$ cat src/rtl/fpalu_addsub_pipe.sv
// rtl/fpalu_addsub_pipe.sv - 3-stage pipelined floating-point add/subtract with status flags
// Optional macro FPADD_ROUND_RNE_EN selects round-to-nearest-even; default build truncates.
module fpalu_addsub_pipe #(
  parameter int EXP_W = 8,
  parameter int MAN_W = 23
) (
  input  logic                 clk,
  input  logic                 rst,
  input  logic                 in_valid,
  output logic                 in_ready,
  input  logic                 op_sub,
  input  logic [EXP_W+MAN_W:0] a_input,
  input  logic [EXP_W+MAN_W:0] b_input,
  output logic                 out_valid,
  input  logic                 out_ready,
  output logic [EXP_W+MAN_W:0] sum,
  output logic                 ovf,
  output logic                 uflow,
  output logic                 invalid
);
  localparam int W       = 1 + EXP_W + MAN_W;
  localparam int SIG_W   = MAN_W + 4;
  localparam int ADD_W   = MAN_W + 5;
  localparam int XE_W    = EXP_W + 2;
  localparam int LZ_W    = $clog2(ADD_W);
  localparam int EXP_INF = (1 << EXP_W) - 1;
  localparam logic [EXP_W-1:0] EXP_MAX = '1;

  logic adv;
  logic s1_valid, s2_valid, s3_valid;

  // S1 combinational: unpack, classify, order by magnitude, align
  logic             a_s, b_s;
  logic [EXP_W-1:0] a_e, b_e;
  logic [MAN_W-1:0] a_f, b_f, a_fz, b_fz;
  logic             a_nan, b_nan, a_inf, b_inf, swap;
  logic             l_s;
  logic [EXP_W-1:0] l_e, sm_e, shift;
  logic [MAN_W-1:0] l_f, sm_f;
  logic [SIG_W-1:0] l_sig, sm_sig, sm_shifted;
  logic             sticky;
  logic             c1_spec, c1_inv;
  logic [W-1:0]     c1_spec_val;

  // pipeline registers
  logic             s1_sign, s1_sub, s1_spec, s1_inv;
  logic [EXP_W-1:0] s1_exp;
  logic [SIG_W-1:0] s1_sig_l, s1_sig_s;
  logic [W-1:0]     s1_spec_val;
  logic             s2_sign, s2_spec, s2_inv;
  logic [EXP_W-1:0] s2_exp;
  logic [ADD_W-1:0] s2_sum;
  logic [W-1:0]     s2_spec_val;

  logic [ADD_W-1:0] c2_sum;

  logic [LZ_W-1:0]         lzc;
  logic [ADD_W-2:0]        norm;
  logic signed [XE_W-1:0]  n_exp, r_exp;
  logic [MAN_W+1:0]        rnd;
  logic [MAN_W-1:0]        frac_out;
  logic                    inc;
  logic [W-1:0]            c3_sum;
  logic                    c3_ovf, c3_uflow, c3_inv;

  assign adv       = !s3_valid || out_ready;
  assign in_ready  = adv;
  assign out_valid = s3_valid;

  always_comb begin
    a_s  = a_input[W-1];
    a_e  = a_input[W-2:MAN_W];
    a_f  = a_input[MAN_W-1:0];
    b_s  = b_input[W-1] ^ op_sub;
    b_e  = b_input[W-2:MAN_W];
    b_f  = b_input[MAN_W-1:0];
    a_nan = (a_e == EXP_MAX) && (a_f != '0);
    b_nan = (b_e == EXP_MAX) && (b_f != '0);
    a_inf = (a_e == EXP_MAX) && (a_f == '0);
    b_inf = (b_e == EXP_MAX) && (b_f == '0);
    // denormals are treated as zero
    a_fz = (a_e == '0) ? '0 : a_f;
    b_fz = (b_e == '0) ? '0 : b_f;
    swap = {b_e, b_fz} > {a_e, a_fz};
    l_s  = swap ? b_s  : a_s;
    l_e  = swap ? b_e  : a_e;
    l_f  = swap ? b_fz : a_fz;
    sm_e = swap ? a_e  : b_e;
    sm_f = swap ? a_fz : b_fz;
    l_sig  = {(l_e != '0), l_f, 3'b000};
    sm_sig = {(sm_e != '0), sm_f, 3'b000};
    shift  = l_e - sm_e;
    sticky = 1'b0;
    if (32'(shift) >= MAN_W + 3) begin
      sm_shifted = {{(SIG_W-1){1'b0}}, |sm_sig};
    end else begin
      for (int i = 0; i < SIG_W; i++)
        if (i < int'(shift)) sticky = sticky | sm_sig[i];
      sm_shifted = (sm_sig >> shift) | {{(SIG_W-1){1'b0}}, sticky};
    end
    c1_spec = a_nan || b_nan || a_inf || b_inf;
    c1_inv  = a_nan || b_nan || (a_inf && b_inf && (a_s != b_s));
    if (c1_inv)
      c1_spec_val = {1'b0, EXP_MAX, 1'b1, {(MAN_W-1){1'b0}}};
    else if (a_inf)
      c1_spec_val = {a_s, EXP_MAX, {MAN_W{1'b0}}};
    else
      c1_spec_val = {b_s, EXP_MAX, {MAN_W{1'b0}}};
  end

  // |larger| >= |smaller| so the subtraction never goes negative
  always_comb begin
    if (s1_sub)
      c2_sum = {1'b0, s1_sig_l} - {1'b0, s1_sig_s};
    else
      c2_sum = {1'b0, s1_sig_l} + {1'b0, s1_sig_s};
  end

  always_comb begin
    lzc = '0;
    for (int i = 0; i < ADD_W - 1; i++)
      if (s2_sum[i]) lzc = LZ_W'(ADD_W - 2 - i);
    if (s2_sum[ADD_W-1]) begin
      norm  = {s2_sum[ADD_W-1:2], s2_sum[1] | s2_sum[0]};
      n_exp = XE_W'(s2_exp) + XE_W'(1);
    end else begin
      norm  = s2_sum[ADD_W-2:0] << lzc;
      n_exp = XE_W'(s2_exp) - XE_W'(lzc);
    end
`ifdef FPADD_ROUND_RNE_EN
    inc = norm[2] & (norm[1] | norm[0] | norm[3]);
`else
    inc = 1'b0;
`endif
    rnd      = {1'b0, norm[MAN_W+3:3]} + {{(MAN_W+1){1'b0}}, inc};
    r_exp    = rnd[MAN_W+1] ? n_exp + XE_W'(1) : n_exp;
    frac_out = rnd[MAN_W+1] ? '0 : rnd[MAN_W-1:0];
    c3_ovf   = 1'b0;
    c3_uflow = 1'b0;
    c3_inv   = 1'b0;
    if (s2_spec) begin
      c3_sum = s2_spec_val;
      c3_inv = s2_inv;
    end else if (s2_sum == '0) begin
      c3_sum = '0;
    end else if (int'(r_exp) >= EXP_INF) begin
      c3_sum = {s2_sign, EXP_MAX, {MAN_W{1'b0}}};
      c3_ovf = 1'b1;
    end else if (int'(r_exp) <= 0) begin
      c3_sum   = {s2_sign, {(W-1){1'b0}}};
      c3_uflow = 1'b1;
    end else begin
      c3_sum = {s2_sign, r_exp[EXP_W-1:0], frac_out};
    end
  end

  always_ff @(posedge clk or posedge rst) begin
    if (rst) begin
      s1_valid <= 1'b0;
      s2_valid <= 1'b0;
      s3_valid <= 1'b0;
    end else if (adv) begin
      s1_valid <= in_valid;
      s2_valid <= s1_valid;
      s3_valid <= s2_valid;
    end
  end

  always_ff @(posedge clk or posedge rst) begin
    if (rst) begin
      s1_sign     <= 1'b0;
      s1_sub      <= 1'b0;
      s1_spec     <= 1'b0;
      s1_inv      <= 1'b0;
      s1_exp      <= '0;
      s1_sig_l    <= '0;
      s1_sig_s    <= '0;
      s1_spec_val <= '0;
      s2_sign     <= 1'b0;
      s2_spec     <= 1'b0;
      s2_inv      <= 1'b0;
      s2_exp      <= '0;
      s2_sum      <= '0;
      s2_spec_val <= '0;
      sum         <= '0;
      ovf         <= 1'b0;
      uflow       <= 1'b0;
      invalid     <= 1'b0;
    end else if (adv) begin
      if (in_valid) begin
        s1_sign     <= l_s;
        s1_sub      <= (a_s != b_s);
        s1_spec     <= c1_spec;
        s1_inv      <= c1_inv;
        s1_exp      <= l_e;
        s1_sig_l    <= l_sig;
        s1_sig_s    <= sm_shifted;
        s1_spec_val <= c1_spec_val;
      end
      if (s1_valid) begin
        s2_sign     <= s1_sign;
        s2_spec     <= s1_spec;
        s2_inv      <= s1_inv;
        s2_exp      <= s1_exp;
        s2_sum      <= c2_sum;
        s2_spec_val <= s1_spec_val;
      end
      if (s2_valid) begin
        sum     <= c3_sum;
        ovf     <= c3_ovf;
        uflow   <= c3_uflow;
        invalid <= c3_inv;
      end
    end
  end
endmodule

$ cat config.mk
export PLATFORM = sky130hd
export DESIGN_NAME = fpalu_addsub_pipe
export DESIGN_NICKNAME = d
export VERILOG_FILES = /design/src/rtl/fpalu_addsub_pipe.sv
export SDC_FILE = /design/constraint.sdc
export NUM_CORES = 1
export LEC_CHECK = 0
export BUFFER_PORTS_ARGS = -buffer_cell sky130_fd_sc_hd__buf_2
export CAP_MARGIN = 0
export CORE_MARGIN = 8
export CORE_UTILIZATION = 34
export DETAILED_ROUTE_END_ITERATION = 6
export PLACE_DENSITY = 0.5
export REMOVE_ABC_BUFFERS = 1
export SLEW_MARGIN = 40
export SYNTH_ARGS = -nofsm -noshare
export SYNTH_HDL_FRONTEND = slang
export SYNTH_SLANG_ARGS = --single-unit
$ cat constraint.sdc
create_clock -name clk -period 13.65 [get_ports clk]
set_input_delay 2.73 -clock clk [delete_from_list [all_inputs] [get_ports clk]]
set_output_delay 2.73 -clock clk [all_outputs]
set_load 0.02 [all_outputs]
==> results of run 1 <==
==> metrics by stage <==
step | power (mW) | setup slack, ps | util, % | hold slack [ps] | std cells
after floorplan | 1.980 | 4184 | - | 430.5 | 1628
after global placement | 2.480 | 4324 | 36.66 | 459.1 | 2277
after detailed placement | 2.489 | 4468 | 36.70 | 459.1 | 2277
after CTS | 2.982 | 4910 | 38.22 | 478.7 | 2309
after global routing | 3.221 | 4877 | 38.26 | 491.6 | 2310
final | 2.978 | 5212 | 38.26 | 474.5 | 2310
==> area by class of cell <==
cell class	instances	area, µm²	share of cell area (%)
Sequential cell	144	3603	23.70
Tap cell	525	656.9	4.321
Multi-Input combinational cell	1374	9234	60.74
Clock buffer	19	442.9	2.913
Clock inverter	13	162.7	1.070
Timing Repair Buffer	125	683.2	4.493
Inverter	110	420.4	2.765
==> worst max-delay path, delay by kind of cell <==
family	cells	cell delay (ps)
multiplexers	2	350
buffers and inverters	3	590
adder cells (fa/ha/maj)	2	540
AO/OA/AOI/OAI	8	1660
AND/OR/NAND/NOR	10	2850
==> cell families after synthesis <==
kind of cell / count (synthesis)
fa+ha+maj: 89
compound gates: 542
xor+xnor: 40
simple gates: 574
buf+inv: 213
mux: 129
flops: 144
==> cells in the mapped netlist (14+ instances only) <==
cell and number:
nand3_1 26, nand2b_1 22, xnor2_1 31, a211oi_1 23, nand4_1 17, buf_2 19
a22oi_1 18, inv_1 108, mux2_2 21, o211ai_1 14, dfrtp_1 144, clkbuf_1 65
nor2_1 141, nor3_1 33, a31oi_1 27, mux2i_1 93, nand2_1 220, o21ai_0 149
o31ai_1 18, nor2b_1 20, a21oi_1 139, nor4_1 27, ha_1 87, a21o_1 16
==> state kept, by name (all words and copies together), names as in the netlist, 3 cells and up <==
name,count
s1_exp,8
s1_sig_l,24
s1_sig_s,27
s1_spec_val,3
s2_exp,8
s2_spec_val,3
s2_sum,28
sum,32
==> metal layers <==
metal | part of all wire (%) | routed length [µm]
met1 | 47 | 20940
met2 | 47 | 20880
met3 | 3.4 | 1499
met4 | 3.0 | 1328
met5 | 0 | 0
==> cell usage in the layout, fill, tap and decap left out, types with 13 or more instances in the layout <==
| cell | n |
|---|---|
| nor2_1 | 140 |
| o211ai_1 | 14 |
| a211oi_1 | 23 |
| mux2_2 | 21 |
| nand3_1 | 26 |
| buf_4 | 18 |
| nor2b_1 | 20 |
| dfrtp_1 | 144 |
| buf_2 | 105 |
| mux4_2 | 13 |
| a21o_1 | 16 |
| nand4_1 | 17 |
| nor4_1 | 26 |
| o22ai_1 | 13 |
| a31oi_1 | 27 |
| nand2b_1 | 22 |
| mux2i_1 | 93 |
| o21a_1 | 13 |
| xnor2_1 | 29 |
| nor3_1 | 33 |
| clkbuf_16 | 17 |
| o31ai_1 | 18 |
| o21ai_0 | 148 |
| ha_1 | 87 |
| nand2_1 | 217 |
| a21oi_1 | 139 |
| a22oi_1 | 18 |
| inv_1 | 106 |
==> report_power, final <==
| part | internal (mW) | leakage [nW] | switching (mW) |
|---|---|---|---|
| clock | 0.292 | 0.289 | 0.188 |
| combinational | 0.684 | 4.77 | 1.09 |
| sequential | 0.562 | 1.82 | 0.164 |
| total | 1.54 | 6.87 | 1.44 |
==> final timing paths <==
check / endpoint / depth (start not counted) / slack [ps]
min in group asynchronous: s1_valid$_DFFE_PP0N_ / 2 / 2400
worst max-delay path: s1_sig_s[9]$_DFFE_PP0P_ / 25 / 5210
worst min-delay path: ovf$_DFFE_PP0P_ / 2 / 470
worst max register to register: sum[6]$_DFFE_PP0P_ / 23 / 7520
worst min register to register: ovf$_DFFE_PP0P_ / 2 / 470
max in group asynchronous: s1_sig_l[17]$_DFFE_PP0P_ / 3 / 10260
==> results.cfg, run 1 <==
[yosys]
synth_compound_area_share_pct = 25.54
synth_top_cell_by_area = dfrtp_1
syn-cell-area_um2 = 13670
ys_seq_elements = 144
yosys.area_share.xor_xnor_pct = 2.564
yosysWarnings = 0
ys_top_cells_by_area = dfrtp_1 (26%), ha_1 (8.0%), mux2i_1 (6.8%)
synthesis.area_per_instance_um2 = 7.895
number_of_enable_type_register_cells_in_the_synthesized_netlist = 0
simple_gate_share_of_the_synthesized_area_pct = 20.07
synthDominantCellAreaShare_pct = 26.37
asyncSetResetFlopFracSynth_pct = 100.0
post_synth_adder_cell_area_pct = 8.259
netlist_instances = 1731
most_frequently_used_flop_master_after_synthesis = dfrtp_1
yosys.cell_types.count = 91
synth_top_family_by_area = compound AO/OA/AOI/OAI gates
ys_seq_area_share_pct = 26.37
yosys-mux-area-fraction_pct = 10.88

[timing]
fin_worst_skew_ps = 9.917
hold_viol_final = 0
timing.fmax_mhz = 118.5
finalCritPeriodShare_pct = 61.82
worst_slew_margin_rel_pct = 46.84
setup_viol = 0
slew_violations = 0
layout_min_cycle_time_ps = 8438
rsz0062_at_grt = no
max_slew.worst_pin.slew_ps = 775.3
fin_tns_setup_ps = 0

[setup_path]
cp_slowest_stage_delay_ps = 610
worst-path-max-fanout = 27
cp_slowest_cell = and4_1
required_ps = 13980
cp_common_cell = a21oi_1
worst_endpoint_data_arrival_time_ps = 8770
criticalPathCategory = in2reg
crit_start = b_input[28]
r2r_start = s2_sum[4]$_DFFE_PP0P_
critPathCaptureType = flip-flop
critPathLaunchType = primary input

[finish]
finalNetCount = 1930
finish.instance_area_um2 = 15200
num_antenna_cells = 0
share_of_post_route_cells_with_drive_strength_above_1_pct = 13.73
filler_cell_count_in_the_final_layout = 4205
area_growth_pct = 11.25

[grt]
grt_util_met3_pct = 2.382
grt_util_overall_pct = 18.66
grt_use_met2_pct = 30.97
met1_usage_pct = 24.59
grt_start_max_net_pins = 91
grt_first_pass_wirelength_um = 71480
gr-total-overflow = 0
grt_antenna_before_repair = 0
grt_pass1_vias = 12750
busiest_layer = met2

[job]
cap_violations = 0

[clocking]
cts_tree = built
cts_root_buffer = clkbuf_16
cts-resized-gates = 0
hold_buffers = 0
worstSkewPairLatency_ps = 430
cts.clk_slew.worst_paths_ps = 60
cts_max_level = 4
cts-root-to-sink-buffers = 2
clock_sinks = 144
cts_setup_buffers = 0
cts-buffers-inserted = 17

[place]
buffer_ports.inserted = 105
detailedPlacementHpwl_um = 35330
place.gp.congestion = 0.9192
post_dp_cell_area_um2 = 14580

[die]
std_cell_rows = 73
floorplan.die_area_um2 = 46860
die_height_um = 216.5
top_level_ports = 106
core_region_area_um2 = 39730
die_width_um = 216.5
initial_utilization_pct = 34.39

[drt]
wire_per_inst_um = 19.33
route.final.wire_length_um = 44650
initialDrtViolationCount = 921
route.detailed.vias_per_inst = 5.544
dr_total_vias = 12810
postRouteAntennaNets = 0
dr.pass1.iters = 7
drc_errors = 0

[power]
irDropWorstVdd_mv = 0.1081
powerDensity_nw_per_um2 = 195.9
static-leakage-power_nw = 6.871

[hold_path]
min_path_type = reg2reg
hold_path.startpoint = ovf$_DFFE_PP0P_

[run_status]
outcome = completed
No activity file was read; power rests on OpenSTA's default activity.
==> run 2, diff against run 1 <==
--- a/config.mk
+++ b/config.mk
@@ -10,7 +10,7 @@
 export CORE_MARGIN = 8
 export CORE_UTILIZATION = 34
 export DETAILED_ROUTE_END_ITERATION = 6
-export PLACE_DENSITY = 0.5
+export PLACE_DENSITY = 0.52
 export REMOVE_ABC_BUFFERS = 1
 export SLEW_MARGIN = 40
 export SYNTH_ARGS = -nofsm -noshare
==> constraint.sdc (replaced) <==
create_clock -name clk -period 7.35 [get_ports clk]
set_input_delay 1.47 -clock clk [delete_from_list [all_inputs] [get_ports clk]]
set_output_delay 1.47 -clock clk [all_outputs]
set_load 0.02 [all_outputs]
==> results.cfg, run 2 (synthesis results as in run 1) <==
[finish]
num_antenna_cells = 0
finish.instance_area_um2 = 15310
layout_common_cells = nand2_1 (218), o21ai_0 (149), dfrtp_1 (144)
largest_register_ff_count = 32
finalNetCount = 1949
final-instance-count-excl-fill = 2328
multi_input_comb_area_um2 = 9235
share_of_post_route_cells_with_drive_strength_above_1_pct = 14.42
largest_registers = sum: 32 flops, s2_sum: 28 flops, s1_sig_s: 27 flops
top_register = sum
mostFrequentLayoutCell = nand2_1
area_of_all_sequential_standard_cells_um2 = 3603
filler_cell_count_in_the_final_layout = 4177
area_growth_pct = 12.07

[grt]
grt_antenna_before_repair = 1
met1_usage_pct = 25.23
grt_util_met3_pct = 2.187
grt_util_overall_pct = 18.93
grt_pass1_vias = 12820
grt_first_pass_wirelength_um = 72740
grt_use_met2_pct = 31.71
grt_start_max_net_pins = 91
gr-total-overflow = 0
busiest_layer = met2

[drt]
postRouteAntennaNets = 0
drc_errors = 0
initialDrtViolationCount = 825
dr.pass1.iters = 6
route.detailed.vias_per_inst = 5.632
route.final.wire_length_um = 44970
dr_total_vias = 13110
wire_per_inst_um = 19.32

[setup_path]
worst-path-max-fanout = 27
endpoint = s1_sig_s[14]$_DFFE_PP0P_
reg2reg_slack_ps = 1400
critPathLaunchType = primary input
worst_endpoint_data_arrival_time_ps = 6860
criticalPathCategory = in2reg
crit_start = b_input[24]
critical_path.reg2reg.endpoint = sum[6]$_DFFE_PP0P_
required_ps = 7660
r2r_cells = 24
critPathCaptureType = flip-flop
r2r_start = s2_sum[2]$_DFFE_PP0P_

[timing]
rsz0062_at_grt = no
finalCritPeriodShare_pct = 89.07
fin_tns_setup_ps = 0
setup_viol = 0
hold_viol_final = 0
slew_violations = 0
worst_slew_margin_rel_pct = 47.88
timing.fmax_mhz = 152.8
fin_worst_skew_ps = 10.23
max_slew.worst_pin.slew_ps = 781.0
layout_min_cycle_time_ps = 6546

[power]
power_switching_share_pct = 48.44
static-leakage-power_nw = 6.952
power.combinational.fraction_pct = 60.0
powerDensity_nw_per_um2 = 360.9
seq_power_share_pct = 24.5
post_layout_power_mw = 5.527
power.internal_mw = 2.850
power.switching_mw = 2.677
clockPowerShare_pct = 15.5
irDropWorstVdd_mv = 0.1946

[clocking]
cts_max_level = 4
cts_tree = built
cts_setup_buffers = 0
cts-buffers-inserted = 17
hold_buffers = 0
worstSkewPairLatency_ps = 430
cts-root-to-sink-buffers = 2
cts_root_buffer = clkbuf_16
cts.clk_slew.worst_paths_ps = 60
clock_sinks = 144
cts-resized-gates = 0

[place]
detailedPlacementHpwl_um = 35540
post-place-cells = 2297
post_dp_cell_area_um2 = 14730
place.gp.congestion = 0.9056
buffer_ports.inserted = 105

[die]
core_region_area_um2 = 39730
std_cell_rows = 73
die_width_um = 216.5
top_level_ports = 106
floorplan.die_area_um2 = 46860
die_height_um = 216.5
initial_utilization_pct = 34.39

[job]
cap_violations = 0

[hold_path]
min_path_type = reg2reg

[run_status]
outcome = completed
run 2: cell types whose count changed in the layout (fill, tap and decap cells not counted), sizes merged:
cell / previous run / this run
buf: 125 / 144
clkbuf: 19 / 21
bufinv: 3 / 2
clkinv: 7 / 6
clkinvlp: 3 / 2
run 2: power groups by stage:
stage                     clock (mW)  combinational [mW]  sequential (mW)
after floorplan                    0                2.32             1.36
after global placement             0                3.26             1.36
after detailed placement           0                3.28             1.37
after CTS                      0.877                3.29             1.36
after global routing           0.911                3.65             1.41
final                          0.854                3.32             1.36
run 2: stage by stage:
step	worst slack, ps	hold slack [ps]	util, %
after CTS	875.1	473.4	38.52
after global placement	522.2	452.3	37.03
after floorplan	-855.6	430.5	-
final	803.7	464.1	38.55
after global routing	444.0	496.4	38.55
after detailed placement	420.8	457.9	37.08
run 2: worst max-delay path, stage by stage:
cell      delay [ps]
buf_2            150
nor4_1           390
nand2_1          170
buf_4            260
nand2_1          130
inv_1             60
ha_1             300
a21oi_1          170
o21ai_0          170
a221oi_1         320
buf_4            180
and4_1           320
nor2_8            70
mux2i_1          160
ha_1             230
a21oi_1           90
o211ai_1         130
nor3_2            80
o32ai_2          300
mux2_1           350
nand4b_1         180
buf_4            270
nor3_2           120
a21oi_1          400
nand2_1          100
a32o_1           260
run 2: worst min-delay path by stage:
stage	start	endpoint	cells after the start
2_1_floorplan	s1_spec_val[30]$_DFFE_PP0P_	s1_spec_val[30]$_DFFE_PP0P_	1
3_3_place_gp	s1_spec_val[30]$_DFFE_PP0P_	s1_spec_val[30]$_DFFE_PP0P_	1
3_5_place_dp	s1_spec$_DFFE_PP0P_	s1_spec$_DFFE_PP0P_	2
4_1_cts	s1_spec_val[30]$_DFFE_PP0P_	s1_spec_val[30]$_DFFE_PP0P_	1
5_1_grt	s1_spec_val[30]$_DFFE_PP0P_	s1_spec_val[30]$_DFFE_PP0P_	1
6_report	s1_spec_val[30]$_DFFE_PP0P_	s1_spec_val[30]$_DFFE_PP0P_	1
run 2: layout make-up:
class / instances / share of cell area [%]
sequential: 144 / 23.53
tap: 525 / 4.289
timing repair buffer: 144 / 5.392
clock inverter: 10 / 0.7353
multi-input combinational: 1374 / 60.30
clock buffer: 21 / 3.007
inverter: 110 / 2.745
run 2: metal layers:
layer | part of all wire (%) | wire, µm | up-vias
met5 | 0 | 0 | -
met4 | 2.4 | 1085 | 0
met3 | 3.7 | 1648 | 56
met2 | 47 | 21310 | 358
met1 | 47 | 20920 | 6276
li1 | - | - | 6422
==> run 3, diff against run 2 <==
--- a/config.mk
+++ b/config.mk
@@ -8,9 +8,9 @@
 export BUFFER_PORTS_ARGS = -buffer_cell sky130_fd_sc_hd__buf_2
 export CAP_MARGIN = 0
 export CORE_MARGIN = 8
-export CORE_UTILIZATION = 34
+export CORE_UTILIZATION = 38
 export DETAILED_ROUTE_END_ITERATION = 6
-export PLACE_DENSITY = 0.52
+export PLACE_DENSITY = 0.57
 export REMOVE_ABC_BUFFERS = 1
 export SLEW_MARGIN = 40
 export SYNTH_ARGS = -nofsm -noshare
==> constraint.sdc (replaced) <==
create_clock -name clk -period 7.35 [get_ports clk]
set_input_delay 1.47 -clock clk [delete_from_list [all_inputs] [get_ports clk]]
set_output_delay 1.47 -clock clk [all_outputs]
set_load 0.005 [all_outputs]
==> results.cfg, run 3 (synthesis results as in run 1) <==
[run_status]
outcome = completed

[timing]
timing.fmax_mhz = 158.5
hold_viol_final = 0
fin_worst_skew_ps = 17.32
max_slew.worst_pin.slew_ps = 798.9
layout_min_cycle_time_ps = 6310
worst_slew_margin_rel_pct = 46.18
finalCritPeriodShare_pct = 85.86
slew_violations = 0
setup_viol = 0
rsz0062_at_grt = no

[die]
die_height_um = 205.6
top_level_ports = 106
std_cell_rows = 69
die_width_um = 205.6
core_region_area_um2 = 35480
floorplan.die_area_um2 = 42290
initial_utilization_pct = 38.51

[clocking]
cts-buffers-inserted = 17
cts_tree = built
worstSkewPairLatency_ps = 440
clock_sinks = 144
hold_buffers = 0
cts_setup_buffers = 0
cts_max_level = 4
cts_root_buffer = clkbuf_16
cts-root-to-sink-buffers = 2
cts.clk_slew.worst_paths_ps = 70
cts-resized-gates = 0

[drt]
drc_errors = 0
wire_per_inst_um = 19.52
dr_total_vias = 13040
route.final.wire_length_um = 44180
dr.pass1.iters = 7
initialDrtViolationCount = 1044
route.detailed.vias_per_inst = 5.762
postRouteAntennaNets = 0

[setup_path]
reg2reg_slack_ps = 1350
criticalPathCategory = in2reg
worst-path-max-fanout = 27
required_ps = 7660
cp_slowest_cell = nor4_1
worst_endpoint_data_arrival_time_ps = 6620
cp_slowest_stage_delay_ps = 430
critPathLaunchType = primary input
critPathCaptureType = flip-flop

[grt]
grt_first_pass_wirelength_um = 70840
grt_antenna_before_repair = 1
gr-total-overflow = 0
grt_pass1_vias = 12750
grt_util_overall_pct = 20.85
grt_start_max_net_pins = 91

[power]
power.internal_mw = 2.857
irDropWorstVdd_mv = 0.1963
power_switching_share_pct = 47.47
powerDensity_nw_per_um2 = 356.8
power.combinational.fraction_pct = 59.3
power.switching_mw = 2.582
static-leakage-power_nw = 6.952
seq_power_share_pct = 24.8
clockPowerShare_pct = 15.9
post_layout_power_mw = 5.440

[place]
detailedPlacementHpwl_um = 34790
post_dp_cell_area_um2 = 14650
place.gp.congestion = 0.9288
post-place-cells = 2232
buffer_ports.inserted = 105

[finish]
layout_common_cells = nand2_1 (218), o21ai_0 (149), dfrtp_1 (144)
mostFrequentLayoutCell = nand2_1
area_growth_pct = 11.56
layout.core_utilization_pct = 42.97
finalNetCount = 1948
num_antenna_cells = 0
filler_cell_count_in_the_final_layout = 3661
share_of_post_route_cells_with_drive_strength_above_1_pct = 14.43
top_register = sum
finish.instance_area_um2 = 15250
largest_register_ff_count = 32
largest_registers = sum: 32 flops, s2_sum: 28 flops, s1_sig_s: 27 flops
final-instance-count-excl-fill = 2263

[job]
cap_violations = 0

[hold_path]
min_path_type = reg2reg
-- run 3: changes by cell type in the layout (fill, tap and decap cells not counted) --
cell        delta
buf_4          -2
buf_12         +1
clkbuf_1       -1
clkbuf_8       +1
clkinv_4       -1
clkinvlp_4     +1
inv_6          +1
inv_8          -1
-- run 3: per-stage QoR --
step,worst slack [ps],TNS (ps),hold WS (ps)
final,1040,0,469.8
after global routing,715.9,0,505.3
after CTS,1112,0,477.4
after detailed placement,665.7,0,462.1
after global placement,789.1,0,456.5
after floorplan,-855.6,-15660,430.5
-- run 3: critical path: cells and delay by family --
kind	cells	cell delay (ps)
multiplexers	2	470
buffers and inverters	4	730
AND/OR/NAND/NOR	10	1940
AO/OA/AOI/OAI	7	1420
adder cells (fa/ha/maj)	2	560
-- run 3: cell type report --
type / count / area (µm²) / area share [%]
clock buffer: 21 / 470.5 / 3.086
clock inverter: 10 / 111.4 / 0.7304
inverter: 110 / 417.9 / 2.741
multi-input combinational: 1374 / 9235 / 60.57
sequential: 144 / 3603 / 23.64
tap: 461 / 576.8 / 3.783
timing repair buffer: 143 / 830.8 / 5.449
-- run 3: path summary, 6_finish.rpt --
kind                                            end             startpoint  depth (start not counted)
setup / recovery           s1_sig_s[14]$_DFFE_PP0P_            b_input[24]                         25
hold / removal                  invalid$_DFFE_PP0P_    invalid$_DFFE_PP0P_                          1
setup reg to reg                 sum[6]$_DFFE_PP0P_  s2_sum[1]$_DFFE_PP0P_                         24
hold reg to reg                 invalid$_DFFE_PP0P_    invalid$_DFFE_PP0P_                          1
max in group asynchronous       sum[18]$_DFFE_PP0P_                    rst                          3
min in group asynchronous     s1_exp[6]$_DFFE_PP0P_                    rst                          2
-- run 3: power groups by stage --
stage / registers, mW / logic [mW] / clock network [mW]
2_1_floorplan: 1.27 / 2.32 / 0
3_3_place_gp: 1.35 / 3.17 / 0
3_5_place_dp: 1.36 / 3.19 / 0
4_1_cts: 1.35 / 3.20 / 0.886
5_1_grt: 1.39 / 3.57 / 0.917
6_report: 1.35 / 3.23 / 0.866
-- run 3: routing by layer --
layer	part of all wire (%)	GRT usage, %	vias up
li1	-	-	6404
met1	46	27.39	6192
met2	46	34.03	362
met3	4.2	2.960	82
met4	3.5	8.450	0
met5	0	0	-
